**src/rtl/sum_block_averager.sv**
```systemverilog
// sum_block_averager
// Collects blocks of 2**N_LOG2 unsigned sums from the adder stage and reports
// each block's total and its average, truncated or rounded half-up. Results
// are held on the output handshake until downstream accepts them.
module sum_block_averager #(
  parameter int IN_W   = 17,
  parameter int N_LOG2 = 2,
  parameter int ROUND  = 0
) (
  input  logic                     clk,
  input  logic                     rst,
  input  logic                     clear,
  input  logic                     in_valid,
  output logic                     in_ready,
  input  logic [IN_W-1:0]          sum_in,
  output logic                     out_valid,
  input  logic                     out_ready,
  output logic [IN_W-1:0]          avg_out,
  output logic [IN_W+N_LOG2-1:0]   acc_out,
  output logic [N_LOG2-1:0]        count
);

  // The accumulator is N_LOG2 bits wider than a sample, so a full block of
  // maximum-valued sums fits without wrapping.
  localparam int ACC_W = IN_W + N_LOG2;

  // Half of one LSB of the average, added before the shift when rounding.
  localparam logic [ACC_W:0] HALF_LSB = (ACC_W + 1)'(1) << (N_LOG2 - 1);

  typedef enum logic {
    ST_ACCUM = 1'b0,
    ST_HOLD  = 1'b1
  } state_t;

  state_t                  r_state;
  state_t                  w_next_state;

  logic [ACC_W-1:0]        r_acc;
  logic [N_LOG2-1:0]       r_count;
  logic [IN_W-1:0]         r_avg;
  logic [ACC_W-1:0]        r_acc_out;

  logic                    w_accept;
  logic                    w_last;
  logic [ACC_W-1:0]        w_total;

  // Average of a block total. The extra headroom bit keeps the rounding add
  // from wrapping; after the shift the value always fits in IN_W bits because
  // the largest total is (2**IN_W-1) * 2**N_LOG2.
  function automatic logic [IN_W-1:0] f_average(input logic [ACC_W-1:0] total);
    logic [ACC_W:0] wide;
    wide = {1'b0, total};
    if (ROUND != 0) begin
      wide = wide + HALF_LSB;
    end
    return IN_W'(wide >> N_LOG2);
  endfunction

  // Handshake decode: clear wins over a simultaneous sample.
  assign in_ready  = (r_state == ST_ACCUM);
  assign out_valid = (r_state == ST_HOLD);
  assign w_accept  = in_valid & in_ready & ~clear;
  assign w_last    = (r_count == {N_LOG2{1'b1}});
  assign w_total   = r_acc + ACC_W'(sum_in);

  assign avg_out = r_avg;
  assign acc_out = r_acc_out;
  assign count   = r_count;

  // State register.
  always_ff @(posedge clk or posedge rst) begin
    if (rst) begin
      r_state <= ST_ACCUM;
    end else begin
      r_state <= w_next_state;
    end
  end

  // Next-state logic: accumulate until the block closes, then hold the result
  // until it is taken. clear aborts from either state.
  always_comb begin
    w_next_state = r_state;
    if (clear) begin
      w_next_state = ST_ACCUM;
    end else begin
      case (r_state)
        ST_ACCUM: begin
          if (w_accept && w_last) begin
            w_next_state = ST_HOLD;
          end
        end
        ST_HOLD: begin
          if (out_ready) begin
            w_next_state = ST_ACCUM;
          end
        end
        default: w_next_state = ST_ACCUM;
      endcase
    end
  end

  // Block accumulator and sample counter; both restart after the last sample.
  always_ff @(posedge clk or posedge rst) begin
    if (rst) begin
      r_acc   <= '0;
      r_count <= '0;
    end else if (clear) begin
      r_acc   <= '0;
      r_count <= '0;
    end else if (w_accept) begin
      if (w_last) begin
        r_acc   <= '0;
        r_count <= '0;
      end else begin
        r_acc   <= w_total;
        r_count <= r_count + N_LOG2'(1);
      end
    end
  end

  // Result registers: loaded only when a block closes, so they keep the last
  // result through HOLD and after the handshake.
  always_ff @(posedge clk or posedge rst) begin
    if (rst) begin
      r_acc_out <= '0;
      r_avg     <= '0;
    end else if (w_accept && w_last) begin
      r_acc_out <= w_total;
      r_avg     <= f_average(w_total);
    end
  end

endmodule

```
**config.mk**
```make
export PLATFORM = sky130hd
export DESIGN_NAME = sum_block_averager
export DESIGN_NICKNAME = d
export VERILOG_FILES = /design/src/rtl/sum_block_averager.sv
export SDC_FILE = /design/constraint.sdc
export NUM_CORES = 1
export LEC_CHECK = 0
export ABC_CLOCK_PERIOD_IN_PS = 2100
export CAP_MARGIN = 20
export CORE_MARGIN = 4
export CORE_UTILIZATION = 40
export CTS_CLUSTER_DIAMETER = 50
export DETAILED_ROUTE_END_ITERATION = 8
export GPL_TIMING_DRIVEN = 0
export PLACE_DENSITY = 0.7
export REMOVE_ABC_BUFFERS = 1
export SLEW_MARGIN = 20
export SYNTH_ARGS = -nofsm -noshare
export SYNTH_HDL_FRONTEND = slang
export SYNTH_SLANG_ARGS = --single-unit
```
**constraint.sdc**
```tcl
create_clock -name clk -period 2.1 [get_ports clk]
set_input_delay 0.21 -clock clk [delete_from_list [all_inputs] [get_ports clk]]
set_output_delay 0.21 -clock clk [all_outputs]
set_load 0.01 [all_outputs]
```
# After elaboration in Yosys (flattened, before gate mapping)
# Index checks and enable logic that the tools add are counted.
# word_totals
regBits	58
in_bits	22
elab_cells	24
output_inout_bits	40
# op_classes
n_eq_ne	1
bitwise	4
n_addsub	2
muxes	10
n_reduce_logical	2
# ops
cell	n
$mux W19	3
$add A19 B17 Y19	1
$mux W2	3
$mux W1	3
$add A2 B1 Y2 const B	1
$and A1 B1 Y1	2
$eq A2 B2 Y1 const B	1
$not A1 Y1	2
$pmux W1 S2	1
$reduce_bool A2 Y1	1
$logic_and A1 B1 Y1	1

# Logic depth before layout (Yosys ltp)
# Gate-level depths: netlist (run 1).
# logic_depth
depth_word	7
depth_mapped	8
depth_no_buf	8

# Worst setup path after synthesis (run 1)
# OpenSTA, ideal clock, no wires.
# synth_path
path_kind	register -> register
start	reg r_acc[0]
end	reg r_avg[16] (netlist: avg_out[16])
required_time_ps	1974
arrival_time_ps	2072
period_less_slack_ps	2198
path_buffers	0
setup_time_ps	126
setup_slack_ps	-98
stages_incl_launch_ff	9
path_cell_list	dfrtp_1 > ha_1 > fa_1 > a211oi_1 > o21bai_1 > nand4_1 > nand3_1 > mux2_2 > a221o_1
# synth_via
elab_chain_cells	1
# synth_rtl
item	line	text
start: declaration	38	logic [ACC_W-1:0] r_acc;
start signal: assignment	115	r_acc <= w_total;
$add A19 B17 Y19	64	assign w_total = r_acc + ACC_W'(sum_in);
end signal: assignment	129	r_avg <= f_average(w_total);
end: declaration	40	logic [IN_W-1:0] r_avg;
# No other way between the ends.
# A chain may end at the register's enable or synchronous reset.

# Worst setup path after layout (run 1)
# layout_path
start	reg r_acc[0]
end	reg r_avg[12] (netlist: avg_out[12])
# The elaborated chain is that of the path after synthesis.

==> results of run 1 <==
==> layout by cell type, fill, tap and decap left out, types with 4 or more instances in the layout <==
cell type         n
mux2_2            4
a21o_1            7
a21oi_1          14
a22o_1            8
buf_4            15
nand4_1           5
dfrtp_1          41
ha_1              4
inv_1             4
clkbuf_8          6
nand2_1          42
or3_1             4
xnor2_1           4
clkdlybuf4s50_1  60
nor3_1            4
o21ai_0          15
xor2_1            4
ha_4             13
a21oi_2           6
nor2_1           13
nand3_1           9
o21ai_1           6
==> registers in the layout (all words and copies together), names as in the netlist <==
name	count
count	2
acc_out	2
avg_out	17
r_acc	19
out_valid	1
==> final cells by class <==
cell class	instances	area, um^2	share of cell area (%)
Sequential cell	41	1026	26.56
Clock buffer	7	86.33	2.235
Clock inverter	1	30.03	0.7775
Tap cell	77	96.34	2.494
Multi-Input combinational cell	221	1841	47.65
Timing Repair Buffer	78	764.5	19.79
Inverter	5	18.77	0.4859
==> worst max-delay path, cell delays in order, from the launching register on <==
cell,delay (ns)
dfrtp_1,0.41
ha_4,0.18
fa_2,0.39
a211oi_4,0.25
o21bai_2,0.13
a211o_1,0.27
nand4_1,0.16
mux2i_1,0.25
nand2_1,0.07
==> kinds of logic after synthesis <==
family	synth area share, %
AND/OR/NAND/NOR	17.88
AO/OA/AOI/OAI	20.47
multiplexers	2.408
XOR/XNOR	4.539
adder cells (fa/ha/maj)	9.078
buffers and inverters	7.643
flip-flops	37.98
==> routing by layer <==
layer	vias to the layer above	global-route usage (%)	routed length, um
met5	-	0	0
met4	0	5.357	101
met3	11	3.756	428
met2	80	26.88	3399
met1	1142	21.48	3111
li1	1160	-	-
==> where the power goes <==
group | leakage [nW] | total, mW | internal [mW] | switching, mW
Clock | 0.0585 | 0.680 | 0.388 | 0.292
Combinational | 1.07 | 1.75 | 0.935 | 0.818
Sequential | 0.550 | 1.09 | 0.956 | 0.133
==> timing repair <==
action                                  in CTS  in global routing
endpoints found under the setup margin      23                 24
buffers inserted                             7                  7
gates resized for setup                     38                 30
pin swaps                                   13                 18
==> metrics by stage <==
stage | worst slack (ns) | utilization, % | TNS (ns)
floorplan | -0.09798 | - | -0.1772
detailed placement | -0.6338 | 50.72 | -10.65
global route | -0.2193 | 59.80 | -1.891
global placement | -0.5986 | 49.86 | -12.60
finish | -0.1134 | 59.80 | -0.5046
CTS | -0.1225 | 56.22 | -0.5732
==> final timing paths <==
kind | end | slack [ns] | cells past startpoint | from
max in group asynchronous | r_acc[18] | 1.38 | 3 | rst
worst min-delay path | r_acc[9] | 0.25 | 2 | rst
worst min register to register | acc_out[0] | 0.48 | 2 | acc_out[0]
min in group clk | avg_out[4] | 0.45 | 5 | sum_in[6]
worst max register to register | avg_out[12] | -0.11 | 8 | r_acc[0]
worst max-delay path | avg_out[12] | -0.11 | 8 | r_acc[0]
==> results.py, run 1 <==
metrics = {
    "logic_synthesis": {
        "yosysWarnings": 0,
        "synth_enable_flop_cells": 0,
        "synthMostInstantiatedCell": "nand2_1",
        "synth_ff_type": "dfrtp_1",
        "yosysTopAreaCell": "dfrtp_1",
        "synth_cell_types": 51,
        "netlist_top_cells_count": "43 x nand2_1, 41 x dfrtp_1, 22 x a21oi_1, 20 x o21ai_0, 19 x buf_4",
        "yosys_register_bits": 41,
        "netlist_instances": 297,
        "synth_top_cells_by_area": "dfrtp_1 38%, ha_1 8.3%, nand2_1 6.0%",
        "yosys.area.top_type_share_pct": 37.98,
        "async_flop_share_pct": 100.0,
        "synth_area_mm2": 0.002701,
        "seq_area_frac_synth_pct": 37.98,
        "avgSynthCellArea_um2": 9.095,
    },
    "drt": {
        "wl_per_cell_um": 16.37,
        "drt-initial-drc-count": 154,
        "drt_wl_total_um": 7041,
        "drtPass1Iterations": 4,
        "vias": 2393,
        "drc": 0,
        "vias_per_cell": 5.565,
        "drtAntennaViolNets": 0,
    },
    "power": {
        "peakVddDrop_uv": 592.3,
        "p_total_mw": 3.522,
        "power.density_mw_per_mm2": 912.0,
        "p_leak_nw": 1.674,
    },
    "final_layout": {
        "fill_cells": 568,
        "finalNetCount": 393,
        "syn2layout_area_growth_pct": 42.98,
        "diodes": 0,
        "final_area_mm2": 0.003862,
        "instances_no_fill": 430,
        "layout-drive-gt1-share_pct": 24.93,
    },
    "die": {
        "initial_core_util_pct": 41.82,
        "die_area_mm2": 0.008132,
        "pin_count": 62,
        "die_h_um": 90.18,
        "rows": 29,
        "coreArea_mm2": 0.006459,
        "fp.dieW_um": 90.18,
    },
    "grt": {
        "grt_pass1_wl_um": 11100,
        "grtUsageTotal_pct": 16.42,
        "antenna_found_initial": 0,
        "grt_pass1_vias": 2362,
        "grt_max_degree": 33,
        "gr-total-overflow": 0,
    },
    "placed_design": {
        "place.gp.congestion": 0.8325,
        "io_buffers": 61,
        "dp.cells": 408,
        "postPlaceCellArea_mm2": 0.003276,
        "dp.final_hpwl_um": 4692,
    },
    "timing": {
        "tightestPinTransition_ns": 0.6193,
        "fin_worst_skew_ns": 0.004941,
        "drv_slew": 0,
        "slew_headroom_pct": 58.57,
        "period_needed_ns": 2.213,
        "hold_violations": 0,
        "rsz0062_at_grt": "yes",
        "setup_viol": 9,
        "setup_slack_ns": -0.1134,
        "finalCritPeriodShare_pct": 105.4,
        "holdWs_ns": 0.2465,
        "max_clock_freq_ghz": 0.4518,
    },
    "clocking": {
        "cts_tree": "built",
        "numCtsBuffers": 5,
        "clockBufferDepth": 2,
        "path_clk_slew_ns": 0.08,
        "clkLatencyLatePin_ns": 0.30,
        "cts_max_level": 2,
        "cts_hold_buf": 0,
        "root_buffer": "clkbuf_8",
        "clock_sinks": 41,
    },
    "worst_setup_path": {
        "worst_setup_path_start_kind": "register",
        "crit_type": "register to register",
        "critical_path_required_ns": 2.29,
        "crit_fanout": 4,
        "end_kind": "register",
        "worstPathArrival_ns": 2.41,
    },
    "hold_path": {
        "hold_class": "input pin to asynchronous set/reset pin",
    },
    "status": {
        "violations": "negative setup slack",
        "status": "finished, violations left",
    },
    "run": {
        "cap_violations": 0,
    },
}
Power figures use the tool's default switching activity.
==> run 2, diff against run 1 <==
--- a/config.mk
+++ b/config.mk
@@ -5,7 +5,7 @@
 export SDC_FILE = /design/constraint.sdc
 export NUM_CORES = 1
 export LEC_CHECK = 0
-export ABC_CLOCK_PERIOD_IN_PS = 2100
+export ABC_CLOCK_PERIOD_IN_PS = 1950
 export CAP_MARGIN = 20
 export CORE_MARGIN = 4
 export CORE_UTILIZATION = 40
==> constraint.sdc (replaced) <==
create_clock -name clk -period 1.95 [get_ports clk]
set_input_delay 0.195 -clock clk [delete_from_list [all_inputs] [get_ports clk]]
set_output_delay 0.195 -clock clk [all_outputs]
set_load 0.01 [all_outputs]
==> run 2 against run 1 <==
Critical path type unchanged. Sequential power increased by 8%. Sequential share of layout area down 1.1 points. Routed wire length is 9.0% higher. Register-to-register slack worse by 0.14 ns. The run still ends with negative setup slack left.
==> results.py, run 2 (synthesis results as in run 1) <==
metrics = {
    "hold_path": {
        "hold_class": "input pin to asynchronous set/reset pin",
    },
    "grt": {
        "grt_pass1_wl_um": 11750,
        "gr-total-overflow": 0,
        "antenna_found_initial": 0,
        "grt_max_degree": 33,
        "grt_pass1_vias": 2456,
        "grtUsageTotal_pct": 17.47,
    },
    "timing": {
        "setup_slack_ns": -0.2490,
        "hold_violations": 0,
        "finalCritPeriodShare_pct": 112.8,
        "max_clock_freq_ghz": 0.4548,
        "holdWs_ns": 0.2335,
        "setup_viol": 22,
        "slew_headroom_pct": 56.14,
        "rsz0062_at_grt": "yes",
        "tightestPinTransition_ns": 0.6578,
        "period_needed_ns": 2.199,
        "fin_worst_skew_ns": 0.002005,
        "drv_slew": 0,
    },
    "drt": {
        "drc": 0,
        "wl_per_cell_um": 17.53,
        "vias_per_cell": 5.646,
        "drtPass1Iterations": 4,
        "vias": 2473,
        "drtAntennaViolNets": 0,
        "drt-initial-drc-count": 183,
        "drt_wl_total_um": 7678,
    },
    "die": {
        "pin_count": 62,
        "die_h_um": 90.18,
        "die_area_mm2": 0.008132,
        "fp.dieW_um": 90.18,
        "rows": 29,
        "initial_core_util_pct": 41.82,
        "coreArea_mm2": 0.006459,
    },
    "worst_setup_path": {
        "worst_setup_path_start_kind": "register",
        "crit_type": "register to register",
        "worstPathArrival_ns": 2.39,
        "crit_fanout": 4,
        "end_kind": "register",
        "critical_path_required_ns": 2.14,
    },
    "clocking": {
        "numCtsBuffers": 5,
        "root_buffer": "clkbuf_8",
        "cts_hold_buf": 0,
        "clock_sinks": 41,
        "clkLatencyLatePin_ns": 0.30,
        "cts_tree": "built",
        "clockBufferDepth": 2,
        "cts_max_level": 2,
        "path_clk_slew_ns": 0.08,
    },
    "final_layout": {
        "regMostFlops": "r_acc",
        "largest_reg_flops": 19,
        "mostFrequentLayoutCell": "clkdlybuf4s50_1",
        "mostFrequentLayoutCells": "60 x clkdlybuf4s50_1, 42 x nand2_1, 41 x dfrtp_1",
        "diodes": 0,
        "layout-drive-gt1-share_pct": 28.81,
        "instances_no_fill": 438,
        "finalNetCount": 401,
        "syn2layout_area_growth_pct": 48.91,
        "fill_cells": 518,
    },
    "power": {
        "p_leak_nw": 1.734,
        "p_total_mw": 3.955,
        "peakVddDrop_uv": 677.5,
        "power.density_mw_per_mm2": 983.1,
    },
    "placed_design": {
        "dp.final_hpwl_um": 4692,
        "place.gp.congestion": 0.8325,
        "dp.cells": 408,
        "io_buffers": 61,
        "dpl_worst_slack_ns": -0.7688,
    },
    "status": {
        "status": "finished, violations left",
        "violations": "negative setup slack",
    },
    "run": {
        "cap_violations": 0,
    },
}
[run 2: changes by cell type in the layout (fill, tap and decap cells not counted), sizes merged]
| cell | before | now |
|---|---|---|
| dlymetal6s2s | 1 | 0 |
| buf | 17 | 25 |
| dlygate4sd2 | 0 | 1 |
[run 2: final timing paths]
check                           start           to  slack (ns)  cells after the start
hold reg to reg            acc_out[0]   acc_out[0]        0.48                      2
max in group asynchronous         rst    r_acc[18]        1.24                      3
hold / removal                    rst   avg_out[7]        0.23                      2
min in group clk            sum_in[0]   acc_out[0]        0.39                      4
setup / recovery             r_acc[0]  avg_out[16]       -0.25                      8
setup reg to reg             r_acc[0]  avg_out[16]       -0.25                      8
[run 2: layout make-up]
| type | instances | area (um^2) | share of cell area, % |
|---|---|---|---|
| Sequential cell | 41 | 1026 | 25.51 |
| Tap cell | 77 | 96.34 | 2.395 |
| Multi-Input combinational cell | 221 | 1944 | 48.34 |
| Timing Repair Buffer | 86 | 820.8 | 20.40 |
| Clock buffer | 7 | 86.33 | 2.146 |
| Clock inverter | 1 | 30.03 | 0.7465 |
| Inverter | 5 | 18.77 | 0.4666 |
[run 2: timing repair]
item | CTS | global route
gates resized for setup | 60 | 30
buffers inserted | 13 | 9
setup endpoints to repair | 26 | 28
pin swaps | 32 | 14
[run 2: per-stage QoR]
step | cell area, um^2 | utilization, % | setup TNS, ns
3_3_place_gp | 3221 | 49.86 | -23.05
2_1_floorplan | 2514 | - | -1.359
6_report | 4023 | 62.28 | -2.469
3_5_place_dp | 3276 | 50.72 | -15.35
5_1_grt | 4023 | 62.28 | -4.750
4_1_cts | 3781 | 58.54 | -2.509
[run 2: per-layer routing]
| layer | part of all wire, % | global-route usage (%) | vias to the layer above |
|---|---|---|---|
| met5 | 0 | 0 | - |
| met4 | 1.7 | 5.230 | 0 |
| met3 | 5.3 | 3.673 | 15 |
| met2 | 50 | 29.12 | 83 |
| met1 | 43 | 22.79 | 1203 |
| li1 | - | - | 1172 |
[run 2: power by group]
group          total [mW]  internal, mW  switching, mW
clock               0.730         0.418          0.312
combinational        2.05          1.09          0.960
sequential           1.18          1.03          0.149
total                3.95          2.53           1.42
[run 2: worst max-delay path, cell delays in order (launching register included)]
cell and delay [ns]:
dfrtp_1 0.41, ha_4 0.18, fa_2 0.36, a211oi_4 0.29
o21bai_4 0.11, nand4_1 0.09, nand3_2 0.11, mux2_2 0.29
a221o_1 0.25
